### src/rtl/vmicro16_reset_ctrl_pkg.sv
// Shared definitions for the vmicro16 reset controller.
//   rst_state_e : sequencer states (power-on, hold, staggered release, run)
//   max4        : elaboration-time helper used to size the shared counter
package vmicro16_reset_ctrl_pkg;

    typedef enum logic [1:0] {
        StPor     = 2'd0,
        StHold    = 2'd1,
        StRelease = 2'd2,
        StRun     = 2'd3
    } rst_state_e;

    function automatic int unsigned max4(input int unsigned a, input int unsigned b,
                                         input int unsigned c, input int unsigned d);
        int unsigned m;
        m = a;
        if (b > m) m = b;
        if (c > m) m = c;
        if (d > m) m = d;
        return m;
    endfunction

endpackage

### src/rtl/vmicro16_reset_ctrl_sync_deb.sv
// One reset-request input path: 2-FF synchroniser, optional inversion so the
// output is always active-high, and an optional debouncer.
//   i_clk    system clock
//   i_reset  asynchronous active-high reset
//   i_raw    raw request pin, asynchronous to i_clk
//   o_req    synchronised (and optionally debounced) active-high request
module vmicro16_reset_ctrl_sync_deb #(
    parameter logic        INV      = 1'b0,
    parameter logic        DEB      = 1'b0,
    parameter int unsigned DEB_CLKS = 4,
    parameter int unsigned CNT_W    = 3
) (
    input  logic i_clk,
    input  logic i_reset,
    input  logic i_raw,
    output logic o_req
);

    logic r_ff1;
    logic r_ff2;
    logic w_active;

    // Synchroniser resets to the idle pin level so reset exit never looks
    // like a request on an active-low input.
    always_ff @(posedge i_clk or posedge i_reset) begin
        if (i_reset) begin
            r_ff1 <= INV;
            r_ff2 <= INV;
        end else begin
            r_ff1 <= i_raw;
            r_ff2 <= r_ff1;
        end
    end

    assign w_active = r_ff2 ^ INV;

    if (DEB) begin : g_deb
        logic             r_level;
        logic [CNT_W-1:0] r_cnt;

        // The level flips only after DEB_CLKS consecutive cycles that differ
        // from it; any agreeing cycle restarts the count.
        always_ff @(posedge i_clk or posedge i_reset) begin
            if (i_reset) begin
                r_level <= 1'b0;
                r_cnt   <= '0;
            end else if (w_active == r_level) begin
                r_cnt   <= '0;
            end else if (r_cnt == CNT_W'(DEB_CLKS - 1)) begin
                r_level <= w_active;
                r_cnt   <= '0;
            end else begin
                r_cnt   <= r_cnt + CNT_W'(1);
            end
        end

        assign o_req = r_level;
    end else begin : g_nodeb
        assign o_req = w_active;
    end

endmodule

### src/rtl/vmicro16_reset_ctrl.sv
// SoC reset controller. Merges the asynchronous board/POR reset with NUM_SRC
// request inputs and releases NUM_OUT domain resets one after another,
// STAGGER_CLKS apart, after a power-on wait and a quiet hold period.
//   i_clk        system clock
//   i_reset      asynchronous active-high board/POR reset
//   i_src_req    raw reset requests (polarity per SRC_INV)
//   i_cause_clr  sync pulse clearing o_rst_cause (a same-cycle set wins per bit)
//   o_rst_out    active-high domain resets, bit 0 released first
//   o_ready      high once every domain is out of reset
//   o_rst_cause  sticky causes: bit i = source i, bit NUM_SRC = POR/board reset
module vmicro16_reset_ctrl
    import vmicro16_reset_ctrl_pkg::*;
#(
    parameter int unsigned       POR_CLKS     = 8,
    parameter int unsigned       HOLD_CLKS    = 16,
    parameter int unsigned       STAGGER_CLKS = 4,
    parameter int unsigned       NUM_SRC      = 2,
    parameter int unsigned       NUM_OUT      = 3,
    parameter logic [NUM_SRC-1:0] SRC_INV     = 2'b01,
    parameter logic [NUM_SRC-1:0] DEB_MASK    = 2'b01,
    parameter int unsigned       DEB_CLKS     = 4
) (
    input  logic               i_clk,
    input  logic               i_reset,
    input  logic [NUM_SRC-1:0] i_src_req,
    input  logic               i_cause_clr,
    output logic [NUM_OUT-1:0] o_rst_out,
    output logic               o_ready,
    output logic [NUM_SRC:0]   o_rst_cause
);

    localparam int unsigned CntW = $clog2(max4(POR_CLKS, HOLD_CLKS, STAGGER_CLKS, DEB_CLKS) + 1);
    localparam int unsigned IdxW = $clog2(NUM_OUT + 1);

    localparam logic [CntW-1:0] PorLast  = CntW'(POR_CLKS - 1);
    localparam logic [CntW-1:0] HoldLast = CntW'(HOLD_CLKS - 1);
    localparam logic [CntW-1:0] StagLast = CntW'(STAGGER_CLKS - 1);
    localparam logic [IdxW-1:0] IdxLast  = IdxW'(NUM_OUT - 1);

    logic [NUM_SRC-1:0] w_req;
    logic               w_req_any;

    rst_state_e         r_state, w_state_d;
    logic [CntW-1:0]    r_cnt, w_cnt_d;
    logic [IdxW-1:0]    r_idx, w_idx_d;
    logic [NUM_OUT-1:0] r_rst, w_rst_d;
    logic               r_ready, w_ready_d;
    logic [NUM_SRC:0]   r_cause, w_cause_d;
    logic [NUM_SRC:0]   w_cause_set;

    for (genvar i = 0; i < NUM_SRC; i++) begin : g_src
        vmicro16_reset_ctrl_sync_deb #(
            .INV      (SRC_INV[i]),
            .DEB      (DEB_MASK[i]),
            .DEB_CLKS (DEB_CLKS),
            .CNT_W    (CntW)
        ) u_sync_deb (
            .i_clk   (i_clk),
            .i_reset (i_reset),
            .i_raw   (i_src_req[i]),
            .o_req   (w_req[i])
        );
    end

    assign w_req_any   = |w_req;
    assign w_cause_set = {1'b0, w_req};

    // State register
    always_ff @(posedge i_clk or posedge i_reset) begin
        if (i_reset) begin
            r_state <= StPor;
            r_cnt   <= '0;
            r_idx   <= '0;
            r_rst   <= '1;
            r_ready <= 1'b0;
            r_cause <= {1'b1, {NUM_SRC{1'b0}}};
        end else begin
            r_state <= w_state_d;
            r_cnt   <= w_cnt_d;
            r_idx   <= w_idx_d;
            r_rst   <= w_rst_d;
            r_ready <= w_ready_d;
            r_cause <= w_cause_d;
        end
    end

    // Next-state logic
    always_comb begin
        w_state_d = r_state;
        w_cnt_d   = r_cnt;
        w_idx_d   = r_idx;
        w_rst_d   = r_rst;
        w_ready_d = r_ready;

        unique case (r_state)
            StPor: begin
                if (r_cnt == PorLast) begin
                    w_state_d = StHold;
                    w_cnt_d   = '0;
                end else begin
                    w_cnt_d   = r_cnt + CntW'(1);
                end
            end
            StHold: begin
                if (w_req_any) begin
                    w_cnt_d   = '0;
                end else if (r_cnt == HoldLast) begin
                    w_state_d = StRelease;
                    w_cnt_d   = '0;
                    w_idx_d   = '0;
                end else begin
                    w_cnt_d   = r_cnt + CntW'(1);
                end
            end
            StRelease: begin
                if (r_cnt == StagLast) begin
                    for (int k = 0; k < NUM_OUT; k++) begin
                        if (r_idx == IdxW'(k)) w_rst_d[k] = 1'b0;
                    end
                    w_idx_d = r_idx + IdxW'(1);
                    w_cnt_d = '0;
                    if (r_idx == IdxLast) w_state_d = StRun;
                end else begin
                    w_cnt_d = r_cnt + CntW'(1);
                end
            end
            StRun: begin
                // ready trails the last domain release by one edge
                w_ready_d = 1'b1;
            end
            default: begin
                w_state_d = StPor;
            end
        endcase

        // Outside power-on, any request re-asserts every domain at once and
        // restarts the hold period, including part-way through a release.
        if (r_state != StPor && w_req_any) begin
            w_state_d = StHold;
            w_cnt_d   = '0;
            w_rst_d   = '1;
            w_ready_d = 1'b0;
        end
    end

    // Cause record: a source active this cycle survives a same-cycle clear.
    always_comb begin
        w_cause_d = i_cause_clr ? w_cause_set : (r_cause | w_cause_set);
    end

    // Outputs
    always_comb begin
        o_rst_out   = r_rst;
        o_ready     = r_ready;
        o_rst_cause = r_cause;
    end

endmodule

### config.mk
export PLATFORM = sky130hd
export DESIGN_NAME = vmicro16_reset_ctrl
export DESIGN_NICKNAME = d
export VERILOG_FILES = /design/src/rtl/vmicro16_reset_ctrl_pkg.sv /design/src/rtl/vmicro16_reset_ctrl_sync_deb.sv /design/src/rtl/vmicro16_reset_ctrl.sv
export SDC_FILE = /design/constraint.sdc
export NUM_CORES = 1
export LEC_CHECK = 0
export BUFFER_PORTS_ARGS = -buffer_cell sky130_fd_sc_hd__clkbuf_2
export CORE_UTILIZATION = 51
export CTS_BUF_LIST = sky130_fd_sc_hd__clkbuf_8
export DETAILED_ROUTE_END_ITERATION = 12
export GPL_ROUTABILITY_DRIVEN = 0
export MAX_ROUTING_LAYER = met4
export PLACE_DENSITY = 0.7
export SYNTH_ARGS = -nofsm -noshare
export SYNTH_HDL_FRONTEND = slang
export SYNTH_SLANG_ARGS = --single-unit
### constraint.sdc
create_clock -name i_clk -period 4.6 [get_ports i_clk]
set_input_delay 0.23 -clock i_clk [delete_from_list [all_inputs] [get_ports i_clk]]
set_output_delay 0.23 -clock i_clk [all_outputs]
set_load 0.02 [all_outputs]
# [Word-level counts from Yosys, hierarchy flattened]
# Cells that the tools add are included.
[word_totals] input_bits=5 word_cells=85 out_inout_bits=7 regBits=26
[classes] add_sub_neg=3 n_mux=28 n_eq_ne=18 bitwise=3 n_reduce_logical=19
[op_table] operator="$mux W5" count=7
[op_table] operator="$mux W2" count=9
[op_table] operator="$reduce_bool A2 Y1" count=8
[op_table] operator="$ne A3 B3 Y1 const B" count=5
[op_table] operator="$pmux W5 S3" count=1
[op_table] operator="$mux W3" count=4
[op_table] operator="$add A5 B1 Y5 const B" count=2
[op_table] operator="$eq A5 B2 Y1 const B" count=2
[op_table] operator="$reduce_and A3 Y1" count=3
[op_table] operator="$eq A2 B2 Y1 const B" count=3
[op_table] operator="$ne A2 B2 Y1 const B" count=3
[op_table] operator="$pmux W2 S3" count=1
[op_table] operator="$reduce_and A6 Y1" count=1
[op_table] operator="$eq A5 B3 Y1 const B" count=1
[op_table] operator="$eq A5 B4 Y1 const B" count=1
[op_table] operator="$mux W1" count=5
[op_table] operator="$eq A2 B1 Y1 const B" count=2
[op_table] operator="$logic_not A2 Y1" count=2
[op_table] operator="$pmux W2 S2" count=1
[op_table] operator="$reduce_and A4 Y1" count=1
[op_table] operator="$reduce_bool A4 Y1" count=1
[op_table] operator="$or A3 B2 Y3" count=1
[op_table] operator="$add A2 B1 Y2 const B" count=1
[op_table] operator="$not A1 Y1" count=2
[op_table] operator="other kinds (4)" count=4

# [Longest topological paths before layout]
[logic_depth] ltp_word=5 ltp_mapped=8 ltp_nobuf=8

# [Hierarchy]
# A second synthesis with hierarchy kept.
[hier_totals] hier_cells=133 area_unflattened_um2=1433.9
[modules_own_cells] module="vmicro16_reset_ctrl" seq_area_each_um2=405.4 cells_per_inst=104 instances=1 area_per_inst_um2=1038.5
[modules_own_cells] module="vmicro16_reset_ctrl_sync_deb at g_src[0].u_sync_deb" seq_area_each_um2=202.7 cells_per_inst=26 instances=1 area_per_inst_um2=341.6
[modules_own_cells] module="vmicro16_reset_ctrl_sync_deb at g_src[1].u_sync_deb" seq_area_each_um2=50.0 cells_per_inst=3 instances=1 area_per_inst_um2=53.8

# [Worst setup path after synthesis]
# Ideal clock, no wire load.
[synth_path] path_kind="register to register" start="register r_cnt[0]" end="register r_cnt[2]" arrival_ps=1787 path_slack_ps=2748 path_stages_with_launch=9 required_time_ps=4535 synth_period_minus_slack_ps=1852 cell_sequence="dfrtp_1 > ha_1 > nand3_1 > inv_1 > ha_1 > nand2b_1 > or3_1 > a311oi_1 > a21o_1"
[synth_via] elab_chain_cells=5 elab_cells_between_ends=10 cone_classes="add/sub: 1; eq/ne: 3; mux: 6"
[synth_rtl] item="start: declaration" line="vmicro16_reset_ctrl.sv:44" source="logic [CntW-1:0] r_cnt, w_cnt_d;"
[synth_rtl] item="start signal: assignment" line="vmicro16_reset_ctrl.sv:79" source="r_cnt <= w_cnt_d;"
[synth_rtl] item="$add A5 B1 Y5 or $eq A5 B4 Y1 (tied branches)"
[synth_rtl] item="$mux W5" line="vmicro16_reset_ctrl.sv:107" source="end else if (r_cnt == HoldLast) begin"
[synth_rtl] item="$mux W5" line="vmicro16_reset_ctrl.sv:105" source="if (w_req_any) begin"
[synth_rtl] item="$pmux W5 S3 *" line="vmicro16_reset_ctrl.sv:95" source="unique case (r_state)"
[synth_rtl] item="$mux W5 *" line="vmicro16_reset_ctrl.sv:138" source="if (r_state != StPor && w_req_any) begin"
# Mark *: on every way between the ends. The rest lies on a longest branch, timed or not.
# A chain may end at the register's enable or synchronous reset.

# [Worst setup path in the final report]
[layout_path] start="register r_state[0]" end="register r_cnt[3]"
[layout_via] elab_chain_cells=3 elab_cells_between_ends=8 cone_classes="eq/ne: 2; mux: 2; reduce/logical: 4"
[layout_rtl] item="start: declaration" line="vmicro16_reset_ctrl.sv:43" source="rst_state_e r_state, w_state_d;"
[layout_rtl] item="start signal: assignment" line="vmicro16_reset_ctrl.sv:71" source="r_state <= StPor;"
[layout_rtl] item="start signal: assignment" line="vmicro16_reset_ctrl.sv:78" source="r_state <= w_state_d;"
[layout_rtl] item="$eq A2 B2 Y1 (tied with other cells)" line="vmicro16_reset_ctrl.sv:95"
[layout_rtl] item="$pmux W5 S3 or $logic_and A1 B1 Y1 (tied branches)" line="vmicro16_reset_ctrl.sv:95, vmicro16_reset_ctrl.sv:138"
[layout_rtl] item="$mux W5 or $reduce_bool A4 Y1 (tied branches)"
# Several ways; a longest one is shown, not always the timed one.

==> flow_summary.toml <==
[route]
final_antenna_net_count = 0
post_drt_via_cell_ratio = 5.86
met3_length_um = 94
detailroute.via_count = 1072
firstDrtPassIters = 4
drc = 0
post_drt_wl_per_cell_um = 14.3
drt_first_iter_violations = 29
route.top_layer_used = "met4"
met2_wirelength_um = 1210
drt-met1-wl_um = 1300
postRouteWirelength_um = 2630

[grt]
grt_start_max_net_pins = 27
globalRouteOverflowTotal = 0
track_usage_pct = 19.0
antenna_found_initial = 0
first_pass_grt_wire_length_um = 4520
number_of_global_route_vias_before_repair = 1043

[setup_path]
worst_ep_arrival_time_ns = 2.26
cp-startpoint = "r_state[0]$_DFFE_PP0P_"
regToRegEndpoint = "r_cnt[3]$_DFFE_PP0P_"
critical_path_class = "reg2reg"
regToRegSetupSlack_ns = 2.50
endpoint_required_time_on_the_critical_path_ns = 4.76
reg2regPathDepth = 6
crit_path_end_kind = "flop"
crit-reg2reg-launch = "r_state[0]$_DFFE_PP0P_"
endpoint = "r_cnt[3]$_DFFE_PP0P_"
timing.critical_path.from_type = "flop"
maximum_net_fanout_on_the_critical_path = 13

[sta]
clock.fmax_mhz = 476
timing.final.setup_violations = 0
final_hold_viol_count = 0
worst_slew_pin_slew_ns = 0.925
setup_repair_after_global_routing_missed_its_margin = "false"
final_max_slew_viol_count = 0
fin_skew_ns = 0.00704
final_min_period_over_clock_period_pct = 45.7
maxSlewHeadroom_pct = 38.3
totalNegativeSetupSlack_ns = 0
min_period_ns = 2.10

[yosys]
synth_top_family_by_area = "simple AND/OR/NAND/NOR gates"
synth_top_flop_cell = "sky130_fd_sc_hd__dfrtp_1"
synth_xor_xnor_area_share_pct = 2.40
mappedNetlistNets = 160
post_synth_inst_count = 143
synth-seq-area-share_pct = 45.2
post_synth_mux_area_share_pct = 0
synthesis_warning_total = 0
synth_simple_gate_area_share_pct = 18.7
post_synth_fa_ha_maj_area_fraction_pct = 10.3
ys_seq_elements = 26
synth_edf_count = 0
syn-cell-area_mm2 = 0.00146
ys_async_sr_fraction_pct = 100
synth_compound_gate_area_share_pct = 17.8
yosys.cell_types.count = 43
postSynthAreaPerCell_um2 = 10.2

[clocking]
cts_buffers = 3
number_of_gates_resized_after_cts = 0
clock-root-buffer = "sky130_fd_sc_hd__clkbuf_8"
cts_max_level = 1
postCtsHoldBufs = 0
insertion_delay_ns = 0.28
cts.sink_count = 26
cts.path.max_buffers = 2
clock_tree_from_tritoncts = "yes"
post_cts.repair.setup_buffers = 0
clk_pin_slew_worst_paths_ns = 0.10

[cells_and_area]
final_util_pct = 57.8
drive_above_1_share_pct = 18.4
area_growth_syn_to_layout_pct = 8.50
num-nets-final = 170
insertedDiodeCount = 0

[pwr]
power.static_leakage_nw = 0.717
powerDensity_mw_per_mm2 = 351
maximum_vdd_drop_mv = 0.254

[placed_design]
buffer_ports.inserted = 11
dpl.hpwl_um = 1910

[floorplanning]
top_level_pins = 12
design.die.area_mm2 = 0.00308
placementRows = 19
coreArea_mm2 = 0.00273
die_width_um = 55.5
start_util_pct = 53.3
die_h_um = 55.5

[flow_run]
max-cap-violations = 0

[outcome]
outcome = "finished clean"

[worst_hold_path]
hp-class = "in2reg"
-- cell usage after synthesis, types with 2 or more instances --
| cell | n | area share, % |
|---|---|---|
| sky130_fd_sc_hd__nand2b_1 | 2 | 0.86 |
| sky130_fd_sc_hd__o21ai_0 | 5 | 1.7 |
| sky130_fd_sc_hd__nor2_1 | 8 | 2.1 |
| sky130_fd_sc_hd__o21ai_1 | 2 | 0.69 |
| sky130_fd_sc_hd__nor4_1 | 2 | 0.86 |
| sky130_fd_sc_hd__ha_1 | 12 | 10 |
| sky130_fd_sc_hd__a21o_1 | 3 | 1.5 |
| sky130_fd_sc_hd__or3_1 | 2 | 0.86 |
| sky130_fd_sc_hd__dfstp_2 | 6 | 11 |
| sky130_fd_sc_hd__nor2b_1 | 2 | 0.86 |
| sky130_fd_sc_hd__nand2_1 | 16 | 4.1 |
| sky130_fd_sc_hd__a21boi_0 | 2 | 1.0 |
| sky130_fd_sc_hd__dfrtp_1 | 20 | 34 |
| sky130_fd_sc_hd__a211oi_1 | 3 | 1.5 |
| sky130_fd_sc_hd__buf_6 | 2 | 1.5 |
| sky130_fd_sc_hd__a22o_1 | 4 | 2.4 |
| sky130_fd_sc_hd__o31ai_1 | 2 | 1.0 |
| sky130_fd_sc_hd__a21oi_1 | 4 | 1.4 |
| sky130_fd_sc_hd__inv_1 | 11 | 2.8 |
| sky130_fd_sc_hd__o21bai_1 | 2 | 1.0 |
| sky130_fd_sc_hd__xor2_1 | 3 | 1.8 |
| sky130_fd_sc_hd__nand3_1 | 7 | 2.4 |
| sky130_fd_sc_hd__buf_2 | 3 | 1.0 |
-- metrics by stage --
stage               worst slack, ns  instances  power, mW  hold WS [ns]  instance area, um2
global placement               2.60        179      0.363         0.319                1510
CTS                            2.52        183      0.558        0.0335                1580
global route                   2.35        183      0.581        0.0250                1580
detailed placement             2.53        179      0.368         0.324                1510
finish                         2.50        183      0.555        0.0339                1580
floorplan                      2.75        143      0.351         0.234                1460
-- placed cells by master (no fill, tap or decap), drive strengths merged, types with 3 or more instances in the layout --
cell / n
clkbuf: 14
a211oi: 3
dfrtp: 20
dfstp: 6
xor2: 3
o21ai: 7
a21oi: 4
nand2: 17
a22o: 4
nand3: 7
inv: 11
a21o: 3
ha: 12
nor4: 3
nor2: 9
-- cell families after synthesis --
| family | Yosys count |
|---|---|
| AND/OR/NAND/NOR | 48 |
| XOR/XNOR | 4 |
| buffers and inverters | 17 |
| flip-flops | 26 |
| AO/OA/AOI/OAI | 36 |
| adder cells (fa/ha/maj) | 12 |
-- flip-flops by register name (all words and copies together), names as in the netlist --
signal	cells
g_src.u_sync_deb.r_ff2	1
r_state	2
g_src.u_sync_deb.o_req	2
g_src.u_sync_deb.g_deb.r_cnt	5
g_src.u_sync_deb.r_ff1	2
r_idx	2
o_ready	1
o_rst_out	3
o_rst_cause	3
r_cnt	5
-- metal layers --
layer  global-route usage (%)  up-vias
li1                         -      523
met1                     24.6      518
met2                     28.4       27
met3                     3.98        4
met4                     9.29        0
met5                        -        -
-- report_power, final --
part | total (mW) | internal, mW | leakage [nW] | switching, mW
combinational | 0.0887 | 0.0358 | 0.361 | 0.0529
sequential | 0.274 | 0.251 | 0.319 | 0.0229
clock | 0.192 | 0.116 | 0.0357 | 0.0754
total | 0.555 | 0.403 | 0.717 | 0.151
-- critical path, cell delays in order (launching register included) --
cell and delay [ns]:
sky130_fd_sc_hd__dfrtp_1 0.43, sky130_fd_sc_hd__inv_1 0.10, sky130_fd_sc_hd__ha_1 0.47, sky130_fd_sc_hd__nor4_1 0.63
sky130_fd_sc_hd__o21ai_0 0.16, sky130_fd_sc_hd__o211ai_1 0.13, sky130_fd_sc_hd__o21ai_1 0.08
-- cell type report --
class / count / area (um2)
clock buffer: 3 / 41.3
clock inverter: 1 / 30.0
fill: 218 / 1150
inverter: 11 / 41.3
multi-input combinational: 100 / 717
sequential: 26 / 658
tap: 31 / 38.8
timing repair buffer: 11 / 55.1
-- worst min path at each step --
stage,startpoint,end,slack [ns],depth (start not counted)
finish,i_src_req[0],g_src[0].u_sync_deb.r_ff1$_DFF_PP1_,0.03,1
global route,i_src_req[0],g_src[0].u_sync_deb.r_ff1$_DFF_PP1_,0.03,1
CTS,i_src_req[0],g_src[0].u_sync_deb.r_ff1$_DFF_PP1_,0.03,1
detailed placement,i_src_req[0],g_src[0].u_sync_deb.r_ff1$_DFF_PP1_,0.32,1
global placement,i_src_req[0],g_src[0].u_sync_deb.r_ff1$_DFF_PP1_,0.32,1
floorplan,i_src_req[0],g_src[0].u_sync_deb.r_ff1$_DFF_PP1_,0.23,0
(Power assumes the default switching activity.)
